--- config.mk ---
export PLATFORM = sky130hd
export DESIGN_NAME = grid_renderer
export DESIGN_NICKNAME = d
export VERILOG_FILES = /design/src/rtl/grid_renderer.sv
export SDC_FILE = /design/constraint.sdc
export NUM_CORES = 1
export LEC_CHECK = 0
export BUFFER_PORTS_ARGS = -buffer_cell sky130_fd_sc_hd__buf_2
export CAP_MARGIN = 20
export CORE_UTILIZATION = 40
export CTS_CLUSTER_SIZE = 28
export DETAILED_ROUTE_END_ITERATION = 7
export GPL_TIMING_DRIVEN = 0
export HOLD_SLACK_MARGIN = 0.05
export PLACE_DENSITY_LB_ADDON = 0.1
export SLEW_MARGIN = 10
export SYNTH_ARGS = -nofsm -noshare
export SYNTH_HDL_FRONTEND = slang
export SYNTH_SLANG_ARGS = --single-unit
--- constraint.sdc ---
create_clock -name clk -period 3.1 [get_ports clk]
set_input_delay 0.155 -clock clk [delete_from_list [all_inputs] [get_ports clk]]
set_output_delay 0.155 -clock clk [all_outputs]
set_load 0.1 [all_outputs]
--- src/rtl/grid_renderer.sv ---
// grid_renderer: two-stage pixel painter for the tile-grid board, colouring lines,
// cells, cursor and win/lose state from a per-frame snapshot of the board inputs.
module grid_renderer #(
   parameter int COLS         = 8,
   parameter int ROWS         = 8,
   parameter int CELL_W       = 75,
   parameter int CELL_H       = 55,
   parameter int LINE_W       = 4,
   parameter int STATE_W      = 4,
   parameter int BLINK_FRAMES = 30
) (
   input  logic                               clk,
   input  logic                               reset,
   input  logic [9:0]                         hs,
   input  logic [9:0]                         vs,
   input  logic                               video_on,
   input  logic [ROWS*COLS*STATE_W-1:0]       states,
   input  logic [$clog2(ROWS*COLS)-1:0]       cursor,
   input  logic                               win,
   input  logic                               lose,
   output logic                               video_on_o,
   output logic [7:0]                         r,
   output logic [7:0]                         g,
   output logic [7:0]                         b
);
   localparam int PITCH   = CELL_W + LINE_W;
   localparam int PITCH_V = CELL_H + LINE_W;
   localparam int GW      = COLS * PITCH + LINE_W;
   localparam int GH      = ROWS * PITCH_V + LINE_W;
   localparam int IW      = $clog2(ROWS * COLS);
   localparam int FW      = $clog2(BLINK_FRAMES + 1);
   logic [9:0]                   hcol, vrow;
   logic                         at0, pz, frame_start, bg, line;
   logic [IW-1:0]                idx;
   logic [ROWS*COLS*STATE_W-1:0] sh_states;
   logic [IW-1:0]                sh_cursor;
   logic                         sh_win, sh_lose, blink;
   logic [FW-1:0]                fc;
   logic                         s1_bg, s1_line, s1_von;
   logic [IW-1:0]                s1_idx;
   logic [STATE_W-1:0]           st;
   logic [23:0]                  rgb_c;
   assign hcol        = hs / 10'(PITCH);
   assign vrow        = vs / 10'(PITCH_V);
   assign bg          = int'(hs) >= GW || int'(vs) >= GH;
   assign line        = (hs % 10'(PITCH)) < 10'(LINE_W) || (vs % 10'(PITCH_V)) < 10'(LINE_W);
   assign idx         = IW'(vrow * 10'(COLS) + hcol);
   assign at0         = hs == 10'd0 && vs == 10'd0;
   assign frame_start = at0 && !pz;
   // Snapshot of board inputs, refreshed only at the first (0,0) pixel of a frame.
   always_ff @(posedge clk or negedge reset)
      if (!reset) begin
         pz        <= 1'b0;
         sh_states <= '0;
         sh_cursor <= '0;
         sh_win    <= 1'b0;
         sh_lose   <= 1'b0;
         fc        <= '0;
         blink     <= 1'b0;
      end else begin
         pz <= at0;
         if (frame_start) begin
            sh_states <= states;
            sh_cursor <= cursor;
            sh_win    <= win;
            sh_lose   <= lose;
            fc        <= (fc == FW'(BLINK_FRAMES - 1)) ? '0 : fc + 1'b1;
            if (fc == FW'(BLINK_FRAMES - 1)) blink <= ~blink;
         end
      end
   always_ff @(posedge clk or negedge reset)
      if (!reset) begin
         s1_bg      <= 1'b0;
         s1_line    <= 1'b0;
         s1_idx     <= '0;
         s1_von     <= 1'b0;
         {r, g, b}  <= 24'h0;
         video_on_o <= 1'b0;
      end else begin
         s1_bg      <= bg;
         s1_line    <= line;
         s1_idx     <= idx;
         s1_von     <= video_on;
         {r, g, b}  <= rgb_c;
         video_on_o <= s1_von;
      end
   assign st = sh_states[s1_idx*STATE_W +: STATE_W];
   // Lose dominates win; the cursor highlight is suppressed once the game is over.
   always_comb begin
      rgb_c = 24'h000000;
      if (!s1_von || s1_bg)
         rgb_c = 24'h000000;
      else if (s1_line)
         rgb_c = sh_lose ? (blink ? 24'hFF0000 : 24'h202020) : sh_win ? 24'h00FF00 : 24'h202020;
      else if (s1_idx == sh_cursor && blink && !sh_win && !sh_lose)
         rgb_c = 24'hFFFF00;
      else
         rgb_c = st == STATE_W'(0) ? 24'h808080 :
                 st == STATE_W'(1) ? 24'hFFFFFF :
                 st == STATE_W'(2) ? 24'hFF4000 :
                 st == STATE_W'(3) ? 24'h000000 : 24'h4040C0;
   end
endmodule

==> metrics.txt <==
# TYPE chip_impl_metric gauge
chip_impl_info{name="result_of_the_run",value="finished, violations left"} 1
chip_impl_info{name="failing_checks",value="negative setup slack"} 1
chip_impl_metric{name="post_synth_instance_area",unit="sq um"} 14900
chip_impl_metric{name="dieArea",unit="sq um"} 38000
chip_impl_metric{name="min_path_cells",unit=""} 3
chip_impl_metric{name="placeableCoreArea",unit="sq um"} 36600
chip_impl_metric{name="gp_routability_congestion",unit=""} 0.872
chip_impl_metric{name="max_freq",unit="GHz"} 0.309
chip_impl_metric{name="met1_use_gr",unit=""} 0.392
chip_impl_metric{name="grt_use_met3",unit=""} 0.0366
chip_impl_metric{name="tritoncts.num_buffers",unit=""} 34
chip_impl_metric{name="asyncSetResetFlopFracSynth",unit=""} 1.00
chip_impl_info{name="cts_tree",value="built"} 1
chip_impl_metric{name="final_critical_path_setup_slack",unit="ns"} -0.132
chip_impl_metric{name="final_layout_size_suffix_gt1_frac",unit=""} 0.243
chip_impl_info{name="worst_hold_startpoint",value="vs[9]"} 1
chip_impl_metric{name="cell_rows",unit=""} 70
chip_impl_metric{name="clk-insertion-delay-late",unit="ns"} 0.53
chip_impl_metric{name="maximum_number_of_pins_on_one_net_before_global_route_repair",unit=""} 104
chip_impl_info{name="r2r_end",value="r[4]$_DFF_PN0_"} 1
chip_impl_metric{name="routed_wirelength",unit="mm"} 53.5
chip_impl_metric{name="grtUsageMet2",unit=""} 0.455
chip_impl_info{name="hold_path.class",value="in2reg"} 1
chip_impl_metric{name="port-buffer-count",unit=""} 307
chip_impl_info{name="worst_hold_path.endpoint",value="s1_bg$_DFF_PN0_"} 1
chip_impl_metric{name="drt-vias-per-instance",unit=""} 5.18
chip_impl_metric{name="clock_pin_slew_on_the_worst_setup_and_hold_paths",unit="ns"} 0.06
chip_impl_metric{name="clkSinkCount",unit=""} 293
chip_impl_metric{name="hold_viol_final",unit=""} 0
chip_impl_metric{name="finalSetupTns",unit="ns"} -0.334
chip_impl_metric{name="regToRegSetupSlack",unit="ns"} 0.03
chip_impl_info{name="synth_area_leaders",value="dfrtp_1, nand2_1, mux4_2, a21oi_1, clkbuf_1"} 1
chip_impl_metric{name="finalCriticalPeriod",unit="ns"} 3.23
chip_impl_metric{name="fp.dieW",unit="microns"} 195
chip_impl_metric{name="vdd_ir_drop_max",unit="uV"} 316
chip_impl_metric{name="detail_route.wl_per_cell",unit="microns"} 18.6
chip_impl_metric{name="synth_cell_types",unit=""} 83
chip_impl_metric{name="syn-num-nets",unit=""} 2015
chip_impl_metric{name="antenna_violations_before_repair",unit=""} 3
chip_impl_metric{name="timing.critical_path.required",unit="ns"} 3.54
chip_impl_metric{name="max_cap_viol_count",unit=""} 0
chip_impl_metric{name="final_nets",unit=""} 2676
chip_impl_metric{name="slew_violations",unit=""} 0
chip_impl_metric{name="yosysSeqAreaShare",unit=""} 0.493
chip_impl_metric{name="power.density_cell_area",unit="nW/um^2"} 467
chip_impl_info{name="critical_path.startpoint_type",value="input pin"} 1
chip_impl_metric{name="tightest_slew",unit="ns"} 0.983
chip_impl_metric{name="arrival",unit="ns"} 3.67
chip_impl_metric{name="leakage",unit="uW"} 0.0111
chip_impl_metric{name="fin_cells",unit=""} 2876
chip_impl_info{name="clockRootBuffer",value="clkbuf_16"} 1
chip_impl_metric{name="postSynthCellCount",unit=""} 1722
chip_impl_metric{name="area_growth_syn_to_layout",unit="%"} 46.7
chip_impl_metric{name="globalRouteOverflowTotal",unit=""} 0
chip_impl_metric{name="initialDrtViolationCount",unit=""} 1081
chip_impl_metric{name="final.setup_skew",unit="ns"} 0.0193
chip_impl_info{name="critical_path.endpoint_type",value="register"} 1
chip_impl_info{name="path_class",value="in2reg"} 1
chip_impl_metric{name="drt_drc_violations_left",unit=""} 0
chip_impl_metric{name="headroom_to_the_max_slew_limit",unit=""} 0.344
chip_impl_metric{name="avgSynthCellArea",unit="sq um"} 8.64
chip_impl_metric{name="power",unit="uW"} 10200
chip_impl_metric{name="setup_viol_count_final",unit=""} 3
chip_impl_metric{name="placed_cells_incl_taps",unit=""} 2499
chip_impl_metric{name="worst_r2r_path_depth",unit=""} 10
chip_impl_metric{name="final_min_period_over_clock_period",unit=""} 1.04
chip_impl_metric{name="cts_htree_levels",unit=""} 2
chip_impl_metric{name="synth-edff-count",unit=""} 0
chip_impl_metric{name="yosysWarningCount",unit=""} 0
chip_impl_metric{name="synth.top_cell.area_share",unit=""} 0.493
chip_impl_metric{name="wire_length_of_the_first_global_routing_pass",unit="mm"} 82.2
chip_impl_info{name="dominantRegCellSynth",value="dfrtp_1"} 1
chip_impl_metric{name="synth.ff_latch_count",unit=""} 293
chip_impl_metric{name="dp_hpwl",unit="mm"} 35.7
chip_impl_metric{name="cts-root-to-sink-buffers",unit=""} 3
chip_impl_metric{name="vias",unit=""} 14899
chip_impl_metric{name="ant_nets",unit=""} 0
chip_impl_info{name="synth.largest_area_cell",value="dfrtp_1"} 1
chip_impl_metric{name="die_h",unit="microns"} 195
chip_impl_metric{name="floorplan.initialDensity",unit=""} 0.406
chip_impl_metric{name="drtPass1Iterations",unit=""} 5
chip_impl_info{name="grt_setup_unrepaired",value="yes"} 1
chip_impl_info{name="grt_busiest_layer",value="met2"} 1
chip_impl_metric{name="gr-usage-all-layers",unit=""} 0.281
chip_impl_metric{name="worst-path-max-fanout",unit=""} 6
chip_impl_metric{name="first_global_vias",unit=""} 14971
chip_impl_metric{name="io_pins",unit=""} 312
chip_impl_info{name="r2r-start",value="s1_idx[1]$_DFF_PN0_"} 1
[state kept, by name, summed over array words and instances, names as in the netlist]
register,count
sh_win,1
s1_idx,6
sh_cursor,6
sh_states,256
sh_lose,1
b,4
s1_von,1
s1_bg,1
pz,1
g,4
r,4
fc,5
blink,1
video_on_o,1
s1_line,1
[logic make-up after synthesis]
group | after synthesis | share of synthesized area
and+or+nand+nor | 1017 | 0.277
DFF | 293 | 0.493
AOI/OAI and AO/OA | 196 | 0.0931
buffers and inverters | 127 | 0.0377
muxes | 55 | 0.0769
xor gates and xnor gates | 27 | 0.0164
adders and majority gates | 7 | 0.00572
[critical path: stages]
cell,delay [ns]
buf_6,0.10
buf_8,0.13
and4b_2,0.23
a22o_1,0.21
o211ai_1,0.12
o21a_2,0.22
a21oi_4,0.08
xnor2_2,0.16
ha_2,0.24
or3_4,0.34
o211ai_1,0.26
buf_4,0.17
o21ai_4,0.07
mux2i_4,0.24
buf_4,0.15
or4_1,0.51
nand3_2,0.11
a32o_2,0.18
[cells in the mapped netlist, types with 4 or more instances]
cell type  instances
a211oi_1          20
a21boi_0           5
a21o_1             4
a21oi_1           57
a31o_2             5
a31oi_1            7
and2_1             7
and3_1             5
and4_1             4
buf_1             10
buf_2             13
buf_4             14
clkbuf_1          75
dfrtp_1          293
ha_1               6
inv_1             13
mux2_2             5
mux4_2            47
nand2_1          822
nand2b_1           8
nand3_1           14
nand4_1            6
nor2_1            63
nor2b_1            8
nor3_1            49
nor4_1             5
o211ai_1           9
o21a_1             6
o21ai_0           24
o22a_1             5
o31ai_1            5
or3_1              6
xnor2_1           15
xor2_1            11
[cell usage in the layout, fill, tap and decap left out, types with 13 or more instances in the layout]
master         count
nand2_1          819
buf_2            309
dfrtp_1          292
dlygate4sd3_1    268
clkbuf_1          72
buf_4             61
nor2_1            61
a21oi_1           54
nor3_1            47
mux4_2            47
clkbuf_16         37
o21ai_0           22
a211oi_1          13
[layer usage]
| layer | part of all wire | vias to the layer above |
|---|---|---|
| met3 | 0.055 | 116 |
| met2 | 0.47 | 533 |
| li1 | - | 7036 |
| met1 | 0.45 | 7214 |
| met5 | 0 | - |
| met4 | 0.031 | 0 |
[where the power goes]
group	switching [uW]	internal, uW	leakage (uW)
sequential	29.4	3860	0.00406
combinational	1300	1110	0.00657
clock	1580	2320	0.000517
total	2910	7290	0.0111
[per-stage QoR]
step | hold slack, ns | util | area, sq um | setup WS (ns)
after floorplan | -0.141 | - | 15000 | -0.360
final | 0.128 | 0.596 | 21800 | -0.132
after global routing | 0.137 | 0.596 | 21800 | -0.195
after CTS | 0.0959 | 0.587 | 21500 | 0.00669
after global placement | 0.266 | 0.469 | 17200 | -3.70
after detailed placement | 0.248 | 0.471 | 17200 | -1.29
[how the worst max path moves through the flow]
stage | end | start | slack (ns) | cells past startpoint
after global routing | s1_idx[4]$_DFF_PN0_ | vs[8] | -0.20 | 19
after detailed placement | r[4]$_DFF_PN0_ | s1_idx[1]$_DFF_PN0_ | -1.29 | 11
after global placement | sh_states[238]$_DFFE_PN0P_ | reset | -3.70 | 1
after CTS | s1_idx[5]$_DFF_PN0_ | vs[7] | 0.007 | 19
final | s1_line$_DFF_PN0_ | vs[7] | -0.13 | 18
after floorplan | s1_idx[4]$_DFF_PN0_ | vs[6] | -0.36 | 16
[cell type report]
class	instances	area [sq um]
inverters	13	48.8
fillers	3133	14800
multi-input cells	1302	7340
repair buffers	626	4700
diodes	5	12.5
well taps	468	586
clock buffers	53	1010
flip-flops and latches	293	7330
clock inverters	3	43.8
plain buffers	113	741
[repair_timing]
action | in CTS | in global routing
endpoints found under the hold margin | 361 | 0
hold buffers | 268 | 0
cloned | 0 | 3
endpoints found under the setup margin | 19 | 108
pin swaps | 20 | 18
setup buffers | 35 | 11
resized for setup | 88 | 47
Note: power is estimated with default switching activity, not from simulation.
